### src/rtl/jalu_sequencer_if.sv
// Command handshake bundle for jalu_sequencer: the issuer drives a command and valid,
// and the sequencer answers with ready.
interface jalu_sequencer_if;
  logic       wcmd_valid;
  logic       wcmd_ready;
  logic [2:0] bcmd_op;
  logic [1:0] bcmd_ra;
  logic [1:0] bcmd_rb;
  logic [7:0] bimm;

  modport master (
    output wcmd_valid, bcmd_op, bcmd_ra, bcmd_rb, bimm,
    input  wcmd_ready
  );

  modport slave (
    input  wcmd_valid, bcmd_op, bcmd_ra, bcmd_rb, bimm,
    output wcmd_ready
  );
endinterface

### src/rtl/jalu_sequencer.sv
// Four-state sequencer that feeds an external 8-bit ALU from a 4x8 register file.
// Optional macro JALU_SEQ_CARRY_CHAIN_EN routes the latched C flag to the ALU carry-in.
module jalu_sequencer (
  input  logic            wclk,
  input  logic            wrst_n,
  jalu_sequencer_if.slave cmd,
  output logic [7:0]      bas,
  output logic [7:0]      bbs,
  output logic            wci,
  output logic [2:0]      bops,
  input  logic [7:0]      bcs,
  input  logic            wco,
  input  logic            walo,
  input  logic            weqo,
  input  logic            wz,
  output logic            wdone,
  output logic [7:0]      bresult,
  output logic [3:0]      bflags,
  input  logic [1:0]      brd_addr,
  output logic [7:0]      brd_data
);

  typedef enum logic [1:0] {IDLE, LOADB, EXEC, WB} state_e;

  localparam logic [2:0] OP_CMP  = 3'd6;
  localparam logic [2:0] OP_LDI  = 3'd7;
  localparam logic [2:0] OP_NONE = 3'b111;

  state_e     state_q, state_d;
  logic [2:0] op_q, op_d;
  logic [1:0] ra_q, ra_d;
  logic [1:0] rb_q, rb_d;
  logic [7:0] tmp_q, tmp_d;
  logic [7:0] acc_q, acc_d;
  logic [3:0] flags_q, flags_d;
  logic [7:0] regs_q [4];
  logic [7:0] regs_d [4];
  logic       carry_in;

`ifdef JALU_SEQ_CARRY_CHAIN_EN
  assign carry_in = flags_q[3];
`else
  assign carry_in = 1'b0;
`endif

  assign cmd.wcmd_ready = (state_q == IDLE);
  assign bresult        = acc_q;
  assign bflags         = flags_q;
  assign brd_data       = regs_q[brd_addr];

  always_comb begin
    state_d = state_q;
    op_d    = op_q;
    ra_d    = ra_q;
    rb_d    = rb_q;
    tmp_d   = tmp_q;
    acc_d   = acc_q;
    flags_d = flags_q;
    regs_d  = regs_q;
    bas     = 8'h00;
    bbs     = 8'h00;
    wci     = 1'b0;
    bops    = OP_NONE;
    wdone   = 1'b0;

    unique case (state_q)
      IDLE: begin
        if (cmd.wcmd_valid) begin
          op_d = cmd.bcmd_op;
          ra_d = cmd.bcmd_ra;
          rb_d = cmd.bcmd_rb;
          // Load-immediate bypasses the ALU entirely and leaves the flags alone.
          if (cmd.bcmd_op == OP_LDI) begin
            acc_d   = cmd.bimm;
            state_d = WB;
          end else begin
            state_d = LOADB;
          end
        end
      end
      LOADB: begin
        tmp_d   = regs_q[rb_q];
        state_d = EXEC;
      end
      EXEC: begin
        bas     = regs_q[ra_q];
        bbs     = tmp_q;
        wci     = carry_in;
        bops    = op_q;
        acc_d   = bcs;
        flags_d = {wco, walo, weqo, wz};
        state_d = WB;
      end
      WB: begin
        wdone = 1'b1;
        if (op_q != OP_CMP) begin
          regs_d[rb_q] = acc_q;
        end
        state_d = IDLE;
      end
      default: state_d = IDLE;
    endcase
  end

  always_ff @(posedge wclk or negedge wrst_n) begin
    if (!wrst_n) begin
      state_q <= IDLE;
      op_q    <= '0;
      ra_q    <= '0;
      rb_q    <= '0;
      tmp_q   <= '0;
      acc_q   <= '0;
      flags_q <= '0;
      for (int i = 0; i < 4; i++) begin
        regs_q[i] <= '0;
      end
    end else begin
      state_q <= state_d;
      op_q    <= op_d;
      ra_q    <= ra_d;
      rb_q    <= rb_d;
      tmp_q   <= tmp_d;
      acc_q   <= acc_d;
      flags_q <= flags_d;
      regs_q  <= regs_d;
    end
  end

endmodule

### src/flat_wrapper.sv
// flat-port wrapper written by rule: the top's interface ports become plain ports
module jalu_sequencer_flat 
  (wclk, wrst_n, bas, bbs, wci, bops, bcs, wco, walo, weqo, wz, wdone, bresult, bflags, brd_addr, brd_data, cmd_wcmd_valid, cmd_bcmd_op, cmd_bcmd_ra, cmd_bcmd_rb, cmd_bimm, cmd_wcmd_ready);
  jalu_sequencer_if cmd_i ();
  input  logic wclk;
  input  logic wrst_n;
  output logic [7:0] bas;
  output logic [7:0] bbs;
  output logic wci;
  output logic [2:0] bops;
  input  logic [7:0] bcs;
  input  logic wco;
  input  logic walo;
  input  logic weqo;
  input  logic wz;
  output logic wdone;
  output logic [7:0] bresult;
  output logic [3:0] bflags;
  input  logic [1:0] brd_addr;
  output logic [7:0] brd_data;
  input wire logic [$bits(cmd_i.wcmd_valid)-1:0] cmd_wcmd_valid;
  input wire logic [$bits(cmd_i.bcmd_op)-1:0] cmd_bcmd_op;
  input wire logic [$bits(cmd_i.bcmd_ra)-1:0] cmd_bcmd_ra;
  input wire logic [$bits(cmd_i.bcmd_rb)-1:0] cmd_bcmd_rb;
  input wire logic [$bits(cmd_i.bimm)-1:0] cmd_bimm;
  output wire logic [$bits(cmd_i.wcmd_ready)-1:0] cmd_wcmd_ready;
  assign cmd_i.wcmd_valid = cmd_wcmd_valid;
  assign cmd_i.bcmd_op = cmd_bcmd_op;
  assign cmd_i.bcmd_ra = cmd_bcmd_ra;
  assign cmd_i.bcmd_rb = cmd_bcmd_rb;
  assign cmd_i.bimm = cmd_bimm;
  assign cmd_wcmd_ready = cmd_i.wcmd_ready;
  jalu_sequencer u_core (.wclk(wclk), .wrst_n(wrst_n), .cmd(cmd_i), .bas(bas), .bbs(bbs), .wci(wci), .bops(bops), .bcs(bcs), .wco(wco), .walo(walo), .weqo(weqo), .wz(wz), .wdone(wdone), .bresult(bresult), .bflags(bflags), .brd_addr(brd_addr), .brd_data(brd_data));
endmodule
### config.mk
export PLATFORM = sky130hd
export DESIGN_NAME = jalu_sequencer_flat
export DESIGN_NICKNAME = d
export VERILOG_FILES = /design/src/rtl/jalu_sequencer_if.sv /design/src/rtl/jalu_sequencer.sv /design/src/flat_wrapper.sv
export SDC_FILE = /design/constraint.sdc
export NUM_CORES = 1
export LEC_CHECK = 0
export ABC_AREA = 1
export CAP_MARGIN = 30
export CORE_ASPECT_RATIO = 0.75
export CORE_MARGIN = 5
export CORE_UTILIZATION = 55
export CTS_CLUSTER_SIZE = 20
export DETAILED_ROUTE_END_ITERATION = 10
export GPL_TIMING_DRIVEN = 0
export PLACE_DENSITY = 0.86
export SLEW_MARGIN = 15
export SYNTH_ARGS = -nofsm -noshare
export SYNTH_HDL_FRONTEND = slang
export SYNTH_SLANG_ARGS = --single-unit
### constraint.sdc
create_clock -name wclk -period 2.9 [get_ports wclk]
set_clock_uncertainty 0.2 [all_clocks]
set_input_delay 0.58 -clock wclk [delete_from_list [all_inputs] [get_ports wclk]]
set_output_delay 0.58 -clock wclk [all_outputs]
set_load 0.05 [all_outputs]
; Word level (Yosys, flattened, before mapping)
; Cells that the tools add are included.
[word_totals]
rom_bits = 0
memories = 0
latchBits = 0
reg_bits = 61
out_inout_bits = 42
mem_bits_rw = 0
[classes]
n_mul = 0
n_lt_le_gt_ge = 4
muxes = 22
bitwise = 3
n_shift = 0
add_sub_neg = 0
div = 0
eq_ne = 7
n_reduce_logical = 6
[ops]
columns = op, n
row1 = $mux 8, 11
row2 = $bmux 8 s2, 3
row3 = $bwmux 32, 1
row4 = $demux 8 s2, 1
row5 = $pmux 8 s2, 1
row6 = $ge 3x3->1 const B, 3
row7 = $not 2->3, 3
row8 = $pmux 2 s4, 1
row9 = $eq 2x2->1 const B, 2
row10 = $mux 2, 2
row11 = $reduce_and 2->1, 2
row12 = $eq 3x3->1 const B, 1
row13 = $lt 3x1->1 const B, 1
row14 = $mux 3, 1
row15 = $ne 3x3->1 const B, 1
row16 = $reduce_and 3->1, 1
row17 = $eq 2x1->1 const B, 1
row18 = $logic_not 2->1, 1
row19 = $ne 2x1->1 const B, 1
row20 = $ne 2x2->1 const B, 1
row21 = $reduce_bool 2->1, 1
row22 = $logic_and 1x1->1, 1
row23 = $mux 1, 1

; Logic depth before layout (Yosys ltp)
; Gate-level depths: netlist of run 1.
[logic_depth]
depth_word = 6
mapped_depth = 8
depth_no_buf = 7

; Least setup slack after synthesis of run 1
; Ideal clock, no wire load.
[synth_timing]
path_kind = register to output
from = register u_core.state_q[0]
to = output bas[0]
t_arrival_ns = 1.759
required_ns = 2.120
path_stages_with_launch = 6
setup_slack_ns = 0.361
path_cell_list = dfrtp_1 inv_1 ha_1 inv_1 clkbuf_1 a21oi_1
[synth_via]
elab_chain_len = 2
[synth_rtl]
columns = item, line
row1 = start: declaration, jalu_sequencer.sv:29  ; state_e state_q, state_d;
row2 = start signal: assignment, jalu_sequencer.sv:118  ; state_q <= state_d;
row3 = $eq 2x2->1, jalu_sequencer.sv:66  ; unique case (state_q)
row4 = $mux 8, jalu_sequencer.sv:66
row5 = end: declaration, flat_wrapper.sv:7  ; output logic [7:0] bas;
; No other way between the ends.

; Worst setup path after layout of run 1
[layout_timing]
from = register u_core.state_q[0]
to = output bas[4]
; The elaborated chain is that of the path after synthesis.

==> flow_metrics.env, run 1 <==
export IMPL_status="completed"
export IMPL_dp_cells=665
export IMPL_drt_wl_total_um=9770
export IMPL_hpwl_um=7400
export IMPL_max_stage_delay_ns=0.41
export IMPL_worst_path_max_delay_cell="dfrtp_1"
export IMPL_tightest_slew_ns=0.761
export IMPL_gp_congestion=0.904
export IMPL_regArea_um2=1530
export IMPL_yosys_top_cells_count="nand2_1, dfrtp_1, inv_1"
export IMPL_fin_util_pct=69.2
export IMPL_cts_made_buffers=9
export IMPL_synth_net_count=547
export IMPL_period_needed_ns=2.79
export IMPL_crit_type="reg2out"
export IMPL_maxSlewViolCount=0
export IMPL_min_period_over_period_pct=96.3
export IMPL_stdcell_count=681
export IMPL_fillCellCount=560
export IMPL_io_buffers=71
export IMPL_rows=26
export IMPL_crit_required_ns=2.12
export IMPL_yosysMostFrequentCell="nand2_1"
export IMPL_cap_viol_max_count=0
export IMPL_leakage_nw=2.42
export IMPL_wl_per_cell_um=14.3
export IMPL_clockBufferDepth=2
export IMPL_ys_ff_latch=61
export IMPL_antenna_found_initial=0
export IMPL_setup_viol=0
export IMPL_reg2reg_depth=7
export IMPL_antenna_left=0
export IMPL_die_y_um=81.3
export IMPL_drt_pass1_iter_count=6
export IMPL_vias=3584
export IMPL_yosysSeqAreaShare_pct=41.0
export IMPL_cpMostUsedCell="inv_1"
export IMPL_hold_class="in2async"
export IMPL_yosysTopAreaCell="dfrtp_1"
export IMPL_ys_warn_count=0
export IMPL_cts_root_buf="clkbuf_8"
export IMPL_ir_worst_vdd_uv=768
export IMPL_hold_viol=0
export IMPL_synthesis_area_um2=3720
export IMPL_grt_pass1_wl_um=16700
export IMPL_area_delta_synth_final_pct=24.5
export IMPL_crit_chain="inv_1 > ha_2 > inv_1 > clkbuf_2 > a21oi_1 > buf_2"
export IMPL_multiInputGateArea_um2=1870
export IMPL_grt_util_all_layers_pct=24.6
export IMPL_grt_max_degree=62
export IMPL_clk_pin_slew_worst_paths_ns=0.07
export IMPL_initial_core_util_pct=55.6
export IMPL_synth_distinct_cells=26
export IMPL_clock_sinks=61
export IMPL_crit_path_end_kind="output port"
export IMPL_drc_errors=0
export IMPL_grt_pass1_vias=3464
export IMPL_reg2reg_from="u_core.state_q[0]$_DFFE_PN0P_"
export IMPL_power_w=0.00560
export IMPL_fin_tns_setup_ns=0
export IMPL_yosys_top_cells_area="dfrtp_1, nand2_1, o21ai_2"
export IMPL_path_max_fanout=10
export IMPL_rsz0062_at_grt="no"
export IMPL_slew_headroom_pct=49.2
export IMPL_max_clock_freq_mhz=358
export IMPL_drive_above_1_share_pct=20.3
export IMPL_synth_edff_count=0
export IMPL_antenna_cells=0
export IMPL_vias_per_cell=5.26
export IMPL_postCtsSetupBuffers=0
export IMPL_grt_overflow=0
export IMPL_reg2reg_to="u_core.bresult[5]$_DFFE_PN0P_"
export IMPL_arrival_ns=2.01
export IMPL_htree_levels=3
export IMPL_die_area_um2=8540
export IMPL_syn_area_per_cell_um2=7.30
export IMPL_yosysTopAreaCellShare_pct=41.0
export IMPL_async_flop_share_pct=100
export IMPL_r2r_slack_ns=1.13
export IMPL_insertion_delay_ns=0.35
export IMPL_crit_path_start="u_core.state_q[0]$_DFFE_PN0P_"
export IMPL_fp_dieW_um=105
export IMPL_p_per_area_nw_per_um2=1210
export IMPL_start_kind="flip-flop"
export IMPL_drtIter0Drc=246
export IMPL_hold_buffers=0
export IMPL_layout_nets=629
export IMPL_syn_inst=510
export IMPL_cts_tree="done"
export IMPL_core_um2=6700
export IMPL_ios=74
export IMPL_yosys_most_used_dff="dfrtp_1"
[worst max path at each step]
stage	to	slack (ns)	depth (start not counted)
after floorplan	bas[0]	0.36	5
after global placement	u_core.ra_q[0]$_DFFE_PN0P_	-0.83	1
after detailed placement	brd_data[4]	-0.40	5
after CTS	bas[4]	0.006	6
after global routing	brd_data[1]	0.02	6
final	bas[4]	0.11	6
[worst max-delay path: cells and delay by family (launching register included)]
| family | cells | cell delay [ns] |
|---|---|---|
| fa+ha+maj | 1 | 0.26 |
| flops | 1 | 0.41 |
| buf+inv | 4 | 0.77 |
| compound gates | 1 | 0.22 |
[power breakdown]
group	internal (W)	switching, W	total, W
Sequential	0.00123	0.000377	0.00161
Clock	0.000352	0.000325	0.000677
Combinational	0.00105	0.00227	0.00332
[kinds of logic (layout without fill, tap and decap cells)]
group | count (synthesis) | count (layout) | share of synthesized area (%)
AOI/OAI and AO/OA | 74 | 74 | 13.6
other | 1 | 1 | 0.101
and+or+nand+nor | 297 | 297 | 33.8
DFF | 61 | 61 | 41.0
muxes | 3 | 3 | 0.907
buffers and inverters | 69 | 156 | 8.94
adders and majority gates | 5 | 5 | 1.68
[flip-flops by register name, indices dropped and copies added (netlist names)]
name	cells
u_core.regs_q	32
u_core.bresult	8
u_core.tmp_q	8
u_core.bflags	4
u_core.op_q	3
u_core.ra_q	2
u_core.rb_q	2
u_core.state_q	2
[per-stage QoR]
step / instance area (um^2) / hold WS, ns / worst slack, ns
after global routing: 4640 / 0.169 / 0.0222
after CTS: 4720 / 0.129 / 0.00568
after detailed placement: 4540 / 0.257 / -0.404
after floorplan: 3720 / 0.0844 / 0.361
after global placement: 4540 / 0.254 / -0.832
final: 4640 / 0.113 / 0.107
[layout by cell type (no fill, tap or decap), drive strengths merged]
cell / count
buf: 32
inv: 41
clkdlybuf4s50: 42
clkbuf: 27
mux2: 3
clkdlybuf4s15: 7
o21ai: 48
nand2: 245
dfrtp: 61
conb: 1
or2: 3
o211ai: 6
dlymetal6s2s: 1
clkinv: 4
nand4: 8
clkinvlp: 1
ha: 5
dlygate4sd2: 1
nand3: 8
nor2: 33
a21oi: 20
[area by class of cell]
cell class / count / share of cell area [%]
buffer: 27 / 3.86
clock buffer: 12 / 3.35
clock inverter: 4 / 0.486
inverter: 42 / 3.40
multi-input combinational: 380 / 40.3
sequential: 61 / 32.9
tap: 84 / 2.27
timing repair buffer: 71 / 13.4
[layer usage]
metal / wire length, um / track usage [%] / vias up
li1: - / - / 1754
met1: 4290 / 32.7 / 1615
met2: 4260 / 38.8 / 200
met3: 1060 / 6.99 / 15
met4: 160 / 8.81 / 0
met5: 0 / 0 / -
[what timing repair did]
| action | CTS | global route |
|---|---|---|
| gates resized for setup | 76 | 31 |
| gates cloned | 0 | 0 |
| hold endpoints to repair | 0 | 0 |
| endpoints found under the setup margin | 27 | 24 |
Note: power is estimated with default switching activity, not from simulation.
==> run 2: changes to the inputs <==
--- a/config.mk
+++ b/config.mk
@@ -18,3 +18,4 @@
 export SYNTH_ARGS = -nofsm -noshare
 export SYNTH_HDL_FRONTEND = slang
 export SYNTH_SLANG_ARGS = --single-unit
+export TNS_END_PERCENT = 1
==> run 2 against run 1 <==
  * The run now ends with setup timing left
  * Worst hold slack got worse by 0.0011 ns
  * Combinational power barely moved
  * Die area unchanged
  * Sequential cell count is the same
  * Clock power about the same
  * Global-route usage about the same
  * Design area grew 0.43%
  * Cell count is the same
  * Core utilization increased by 0.30 points
  * Highest routed layer unchanged
==> flow_metrics.env, run 2 (synthesized netlist as in run 1, its figures left out) <==
export IMPL_htree_levels=3
export IMPL_cap_viol_max_count=0
export IMPL_core_um2=6700
export IMPL_start_kind="flip-flop"
export IMPL_hpwl_um=7400
export IMPL_drtIter0Drc=245
export IMPL_cpMostUsedCell="inv_1"
export IMPL_grt_overflow=0
export IMPL_io_buffers=71
export IMPL_drc_errors=0
export IMPL_antenna_left=0
export IMPL_hold_class="in2async"
export IMPL_status="finished, violations left"
export IMPL_leakage_nw=2.42
export IMPL_crit_type="reg2out"
export IMPL_drt_wl_total_um=9790
export IMPL_antenna_found_initial=0
export IMPL_setup_viol=2
export IMPL_stdcell_count=681
export IMPL_period_needed_ns=2.91
export IMPL_cts_root_buf="clkbuf_8"
export IMPL_hold_viol=0
export IMPL_worst_path_max_delay_cell="dlygate4sd2_1"
export IMPL_arrival_ns=2.13
export IMPL_violations="setup timing"
export IMPL_maxSlewViolCount=0
export IMPL_layout_commonest_cell="nand2_1"
export IMPL_dp_slack_ns=-0.404
export IMPL_layout_nets=629
export IMPL_insertion_delay_ns=0.35
export IMPL_initial_core_util_pct=55.6
export IMPL_cts_made_buffers=9
export IMPL_fillCellCount=559
export IMPL_grt_pass1_vias=3467
export IMPL_drt_pass1_iter_count=5
export IMPL_largest_register_ffs=32
export IMPL_area_delta_synth_final_pct=25.0
export IMPL_fin_tns_setup_ns=-0.0140
export IMPL_slew_headroom_pct=49.4
export IMPL_grt_max_degree=62
export IMPL_antenna_cells=0
export IMPL_cts_tree="done"
export IMPL_r2r_slack_ns=1.13
export IMPL_rsz0062_at_grt="yes"
export IMPL_min_period_over_period_pct=100
export IMPL_p_per_area_nw_per_um2=1210
export IMPL_vias=3587
export IMPL_path_max_fanout=10
export IMPL_gp_congestion=0.904
export IMPL_grt_pass1_wl_um=16700
export IMPL_wl_per_cell_um=14.4
export IMPL_clock_sinks=61
export IMPL_ir_worst_vdd_uv=769
export IMPL_clockBufferDepth=2
export IMPL_layout_common_cells="nand2_1, dfrtp_1, clkdlybuf4s50_1"
export IMPL_vias_per_cell=5.27
export IMPL_setup_ws_ns=-0.00894
export IMPL_fp_dieW_um=105
export IMPL_crit_required_ns=2.12
export IMPL_tightest_slew_ns=0.758
export IMPL_max_clock_freq_mhz=344
export IMPL_crit_chain="inv_1 > ha_2 > inv_1 > buf_2 > or2_2 > dlygate4sd2_1"
export IMPL_dp_cells=665
export IMPL_whs_ns=0.111
export IMPL_hold_buffers=0
export IMPL_grt_util_all_layers_pct=24.6
export IMPL_clk_pin_slew_worst_paths_ns=0.07
export IMPL_top_register="u_core.regs_q"
export IMPL_ios=74
export IMPL_die_area_um2=8540
export IMPL_crit_path_end_kind="output port"
export IMPL_drive_above_1_share_pct=19.9
export IMPL_max_stage_delay_ns=0.43
export IMPL_rows=26
export IMPL_die_y_um=81.3
==> run 2: cell count changes in the layout (fill, tap and decap cells not counted), sizes merged <==
cell | before | now
clkbuf | 27 | 31
clkdlybuf4s15 | 7 | 9
buf | 32 | 25
dlygate4sd2 | 1 | 2
==> run 2: path summary, 6_finish.rpt <==
kind / startpoint / to / cells past startpoint
worst min-delay path: wrst_n / u_core.regs_q[30]$_DFFE_PN0P_ / 1
min in group wclk: u_core.bflags[2]$_DFFE_PN0P_ / u_core.bflags[2]$_DFFE_PN0P_ / 2
max in group asynchronous: wrst_n / u_core.tmp_q[7]$_DFFE_PN0N_ / 1
worst max-delay path: u_core.state_q[0]$_DFFE_PN0P_ / bops[2] / 6
worst min register to register: u_core.bflags[2]$_DFFE_PN0P_ / u_core.bflags[2]$_DFFE_PN0P_ / 2
worst max register to register: u_core.state_q[0]$_DFFE_PN0P_ / u_core.bresult[5]$_DFFE_PN0P_ / 7
==> run 2: final cells by class <==
type                            count  area (um^2)  share of cell area (%)
Multi-Input combinational cell    380         1870                    40.1
Sequential cell                    61         1530                    32.8
Timing Repair Buffer               71          644                    13.8
Buffer                             27          178                    3.82
Inverter                           42          158                    3.39
Clock buffer                       12          155                    3.33
Tap cell                           84          105                    2.26
Clock inverter                      4         22.5                   0.484
==> run 2: report_power, final <==
group          leakage (nW)  internal, W  total, W  switching, W
sequential            0.774      0.00123   0.00161      0.000375
clock                0.0921     0.000352  0.000677      0.000325
combinational          1.55      0.00106   0.00333       0.00227
total                  2.42      0.00264   0.00561       0.00297
==> run 2: stage by stage <==
stage          util, %  area [um^2]  power (W)
6_report          69.5         4660    0.00561
5_1_grt           69.5         4660    0.00605
4_1_cts           70.1         4700    0.00562
3_5_place_dp      67.7         4540    0.00498
3_3_place_gp      67.8         4540    0.00487
2_1_floorplan        -         3720    0.00398
==> run 2: worst max-delay path: cells and delay by family, from the launching register on <==
kind | cells | cell delay, ns
fa+ha+maj | 1 | 0.26
buf+inv | 4 | 0.83
flops | 1 | 0.41
simple gates | 1 | 0.28
==> run 2: per-layer routing <==
metal  share of wire, %  vias up  GRT usage, %
li1                   -     1753             -
met1                 44     1628          32.7
met2                 44      189          38.8
met3                 11       17          7.07
met4                1.7        0          8.81
met5                  0        -             0
==> run 2: repair_timing <==
item,CTS,global route
endpoints found under the setup margin,27,26
setup buffers,0,0
resized for setup,72,23
cloned,0,0
==> run 3: changes to the inputs <==
--- a/config.mk
+++ b/config.mk
@@ -14,8 +14,7 @@
 export DETAILED_ROUTE_END_ITERATION = 10
 export GPL_TIMING_DRIVEN = 0
 export PLACE_DENSITY = 0.86
-export SLEW_MARGIN = 15
 export SYNTH_ARGS = -nofsm -noshare
 export SYNTH_HDL_FRONTEND = slang
 export SYNTH_SLANG_ARGS = --single-unit
-export TNS_END_PERCENT = 1
+export TNS_END_PERCENT = 100
==> constraint.sdc (replaced) <==
create_clock -name wclk -period 3.6 [get_ports wclk]
set_clock_uncertainty 0.2 [all_clocks]
set_input_delay 0.72 -clock wclk [delete_from_list [all_inputs] [get_ports wclk]]
set_output_delay 0.72 -clock wclk [all_outputs]
set_load 0.05 [all_outputs]
==> run 3 against run 2 <==
  * The run now ends clean
  * Combinational power is 18% lower
  * Design area is 3.1% higher
  * Cell count is 0.15% higher
  * Via count is 0.50% lower
  * Worst hold slack better by 0.14 ns
  * Sequential cell count stayed put
  * Sequential share of layout area is 0.97 points lower
  * Routed wire length is 0.77% lower
  * Core utilization is 2.1 points higher
  * Largest cell class unchanged
==> flow_metrics.env, run 3 (synthesized netlist as in run 1, its figures left out) <==
export IMPL_hold_class="in2async"
export IMPL_placed_area_um2=4560
export IMPL_antenna_found_initial=0
export IMPL_gp_congestion=0.904
export IMPL_reg2reg_depth=6
export IMPL_cts_made_buffers=9
export IMPL_drive_above_1_share_pct=15.4
export IMPL_regArea_um2=1530
export IMPL_slew_headroom_pct=49.8
export IMPL_htree_levels=3
export IMPL_max_clock_freq_mhz=296
export IMPL_setup_ws_ns=0.221
export IMPL_ios=74
export IMPL_crit_chain="inv_1 > ha_1 > inv_1 > buf_2 > or2_2 > clkdlybuf4s50_1"
export IMPL_drtIter0Drc=224
export IMPL_path_max_fanout=10
export IMPL_status="completed"
export IMPL_core_um2=6700
export IMPL_cp_buffers_inverters=4
export IMPL_rsz0062_at_grt="no"
export IMPL_setup_viol=0
export IMPL_insertion_delay_ns=0.34
export IMPL_reg2reg_from="u_core.state_q[0]$_DFFE_PN0P_"
export IMPL_r2r_slack_ns=1.72
export IMPL_start_kind="flip-flop"
export IMPL_vias_per_cell=5.23
export IMPL_largest_register_ffs=32
export IMPL_cap_viol_max_count=0
export IMPL_crit_required_ns=2.68
export IMPL_vias=3569
export IMPL_clock_sinks=61
export IMPL_grt_util_all_layers_pct=24.2
export IMPL_wl_per_cell_um=14.2
export IMPL_grt_max_degree=34
export IMPL_clk_pin_slew_worst_paths_ns=0.07
export IMPL_hold_viol=0
export IMPL_rows=26
export IMPL_dp_slack_ns=0.0321
export IMPL_crit_family="buffers and inverters"
export IMPL_tightest_slew_ns=0.753
export IMPL_arrival_ns=2.46
export IMPL_cts_root_buf="clkbuf_8"
export IMPL_fin_area_um2=4800
export IMPL_grt_pass1_wl_um=16500
export IMPL_cpMostUsedCell="inv_1"
export IMPL_crit_path_end_kind="output port"
export IMPL_worst_path_max_delay_cell="clkdlybuf4s50_1"
export IMPL_grt_overflow=0
export IMPL_layout_common_cells="nand2_1, dfrtp_1, clkdlybuf4s50_1"
export IMPL_reg2reg_to="u_core.bflags[2]$_DFFE_PN0P_"
export IMPL_grt_pass1_vias=3500
export IMPL_die_y_um=81.3
export IMPL_drt_wl_total_um=9720
export IMPL_min_period_over_period_pct=93.9
export IMPL_ir_worst_vdd_uv=607
export IMPL_die_area_um2=8540
export IMPL_fillCellCount=515
export IMPL_p_per_area_nw_per_um2=972
export IMPL_fp_dieW_um=105
export IMPL_antenna_left=0
export IMPL_clockBufferDepth=2
export IMPL_maxSlewViolCount=0
export IMPL_top_register="u_core.regs_q"
export IMPL_crit_type="reg2out"
export IMPL_antenna_cells=0
export IMPL_cts_tree="done"
export IMPL_layout_nets=630
export IMPL_initial_core_util_pct=55.6
export IMPL_period_needed_ns=3.38
export IMPL_hpwl_um=7370
export IMPL_io_buffers=71
export IMPL_leakage_nw=2.63
export IMPL_drt_pass1_iter_count=5
export IMPL_multiInputGateArea_um2=1870
export IMPL_area_delta_synth_final_pct=28.9
export IMPL_drc_errors=0
export IMPL_layout_commonest_cell="nand2_1"
export IMPL_max_stage_delay_ns=0.71
## run 3: changes by cell type in the layout (fill, tap and decap cells not counted), sizes merged
| cell | before | now |
|---|---|---|
| dlymetal6s2s | 1 | 15 |
| clkbuf | 31 | 18 |
| clkdlybuf4s50 | 42 | 54 |
| clkdlybuf4s15 | 9 | 0 |
| buf | 25 | 22 |
| bufinv | 0 | 2 |
| clkinvlp | 1 | 0 |
| dlygate4sd2 | 2 | 1 |
## run 3: metal layers
metal  global-route usage (%)  vias to the layer above  wire [um]  part of all wire (%)
met1                     32.2                     1603       4350                    45
met5                        0                        -          0                     0
li1                         -                     1760          -                     -
met2                     38.1                      189       4150                    43
met3                     7.47                       17       1020                    10
met4                     7.79                        0        192                   2.0
## run 3: repair_timing
action,CTS,global route
endpoints found under the setup margin,1,21
hold endpoints to repair,0,0
resized for setup,1,17
cloned,0,0
hold buffers,0,0
setup buffers,0,0
## run 3: through the flow
step / hold WS [ns] / total power (W) / utilization [%] / std cells / TNS (ns)
2_1_floorplan: 0.224 / 0.00321 / - / 510 / 0
3_3_place_gp: 0.254 / 0.00392 / 67.8 / 665 / -16.31
3_5_place_dp: 0.257 / 0.00400 / 68.0 / 666 / 0
4_1_cts: 0.265 / 0.00466 / 71.0 / 682 / 0
5_1_grt: 0.286 / 0.00501 / 71.6 / 682 / 0
6_report: 0.249 / 0.00467 / 71.6 / 682 / 0
## run 3: cell type report
class | count | area share, %
Clock inverter | 5 | 1.56
Clock buffer | 11 | 2.74
Tap cell | 84 | 2.19
Timing Repair Buffer | 72 | 15.9
Sequential cell | 61 | 31.8
Multi-Input combinational cell | 380 | 38.9
Buffer | 27 | 3.68
Inverter | 42 | 3.28
## run 3: worst max path at each step
stage	from	endpoint	slack (ns)	depth (start not counted)
2_1_floorplan	u_core.state_q[0]$_DFFE_PN0P_	bas[0]	0.92	5
3_3_place_gp	wrst_n	u_core.ra_q[0]$_DFFE_PN0P_	-0.27	1
3_5_place_dp	brd_addr[0]	brd_data[4]	0.03	5
4_1_cts	u_core.state_q[0]$_DFFE_PN0P_	bas[1]	0.02	6
5_1_grt	u_core.state_q[0]$_DFFE_PN0P_	bops[2]	0.09	6
6_report	u_core.state_q[0]$_DFFE_PN0P_	bops[2]	0.22	6
## run 3: power breakdown
| group | internal (W) | switching (W) |
|---|---|---|
| combinational | 0.000902 | 0.00182 |
| clock | 0.000387 | 0.000264 |
| sequential | 0.000991 | 0.000304 |
## run 3: worst register-to-register path, stage by stage (launching register included)
cell and delay [ns]:
dfrtp_1 0.39, inv_1 0.11, ha_1 0.29, inv_1 0.13
clkbuf_1 0.53, nand2_1 0.11, nand2_1 0.08
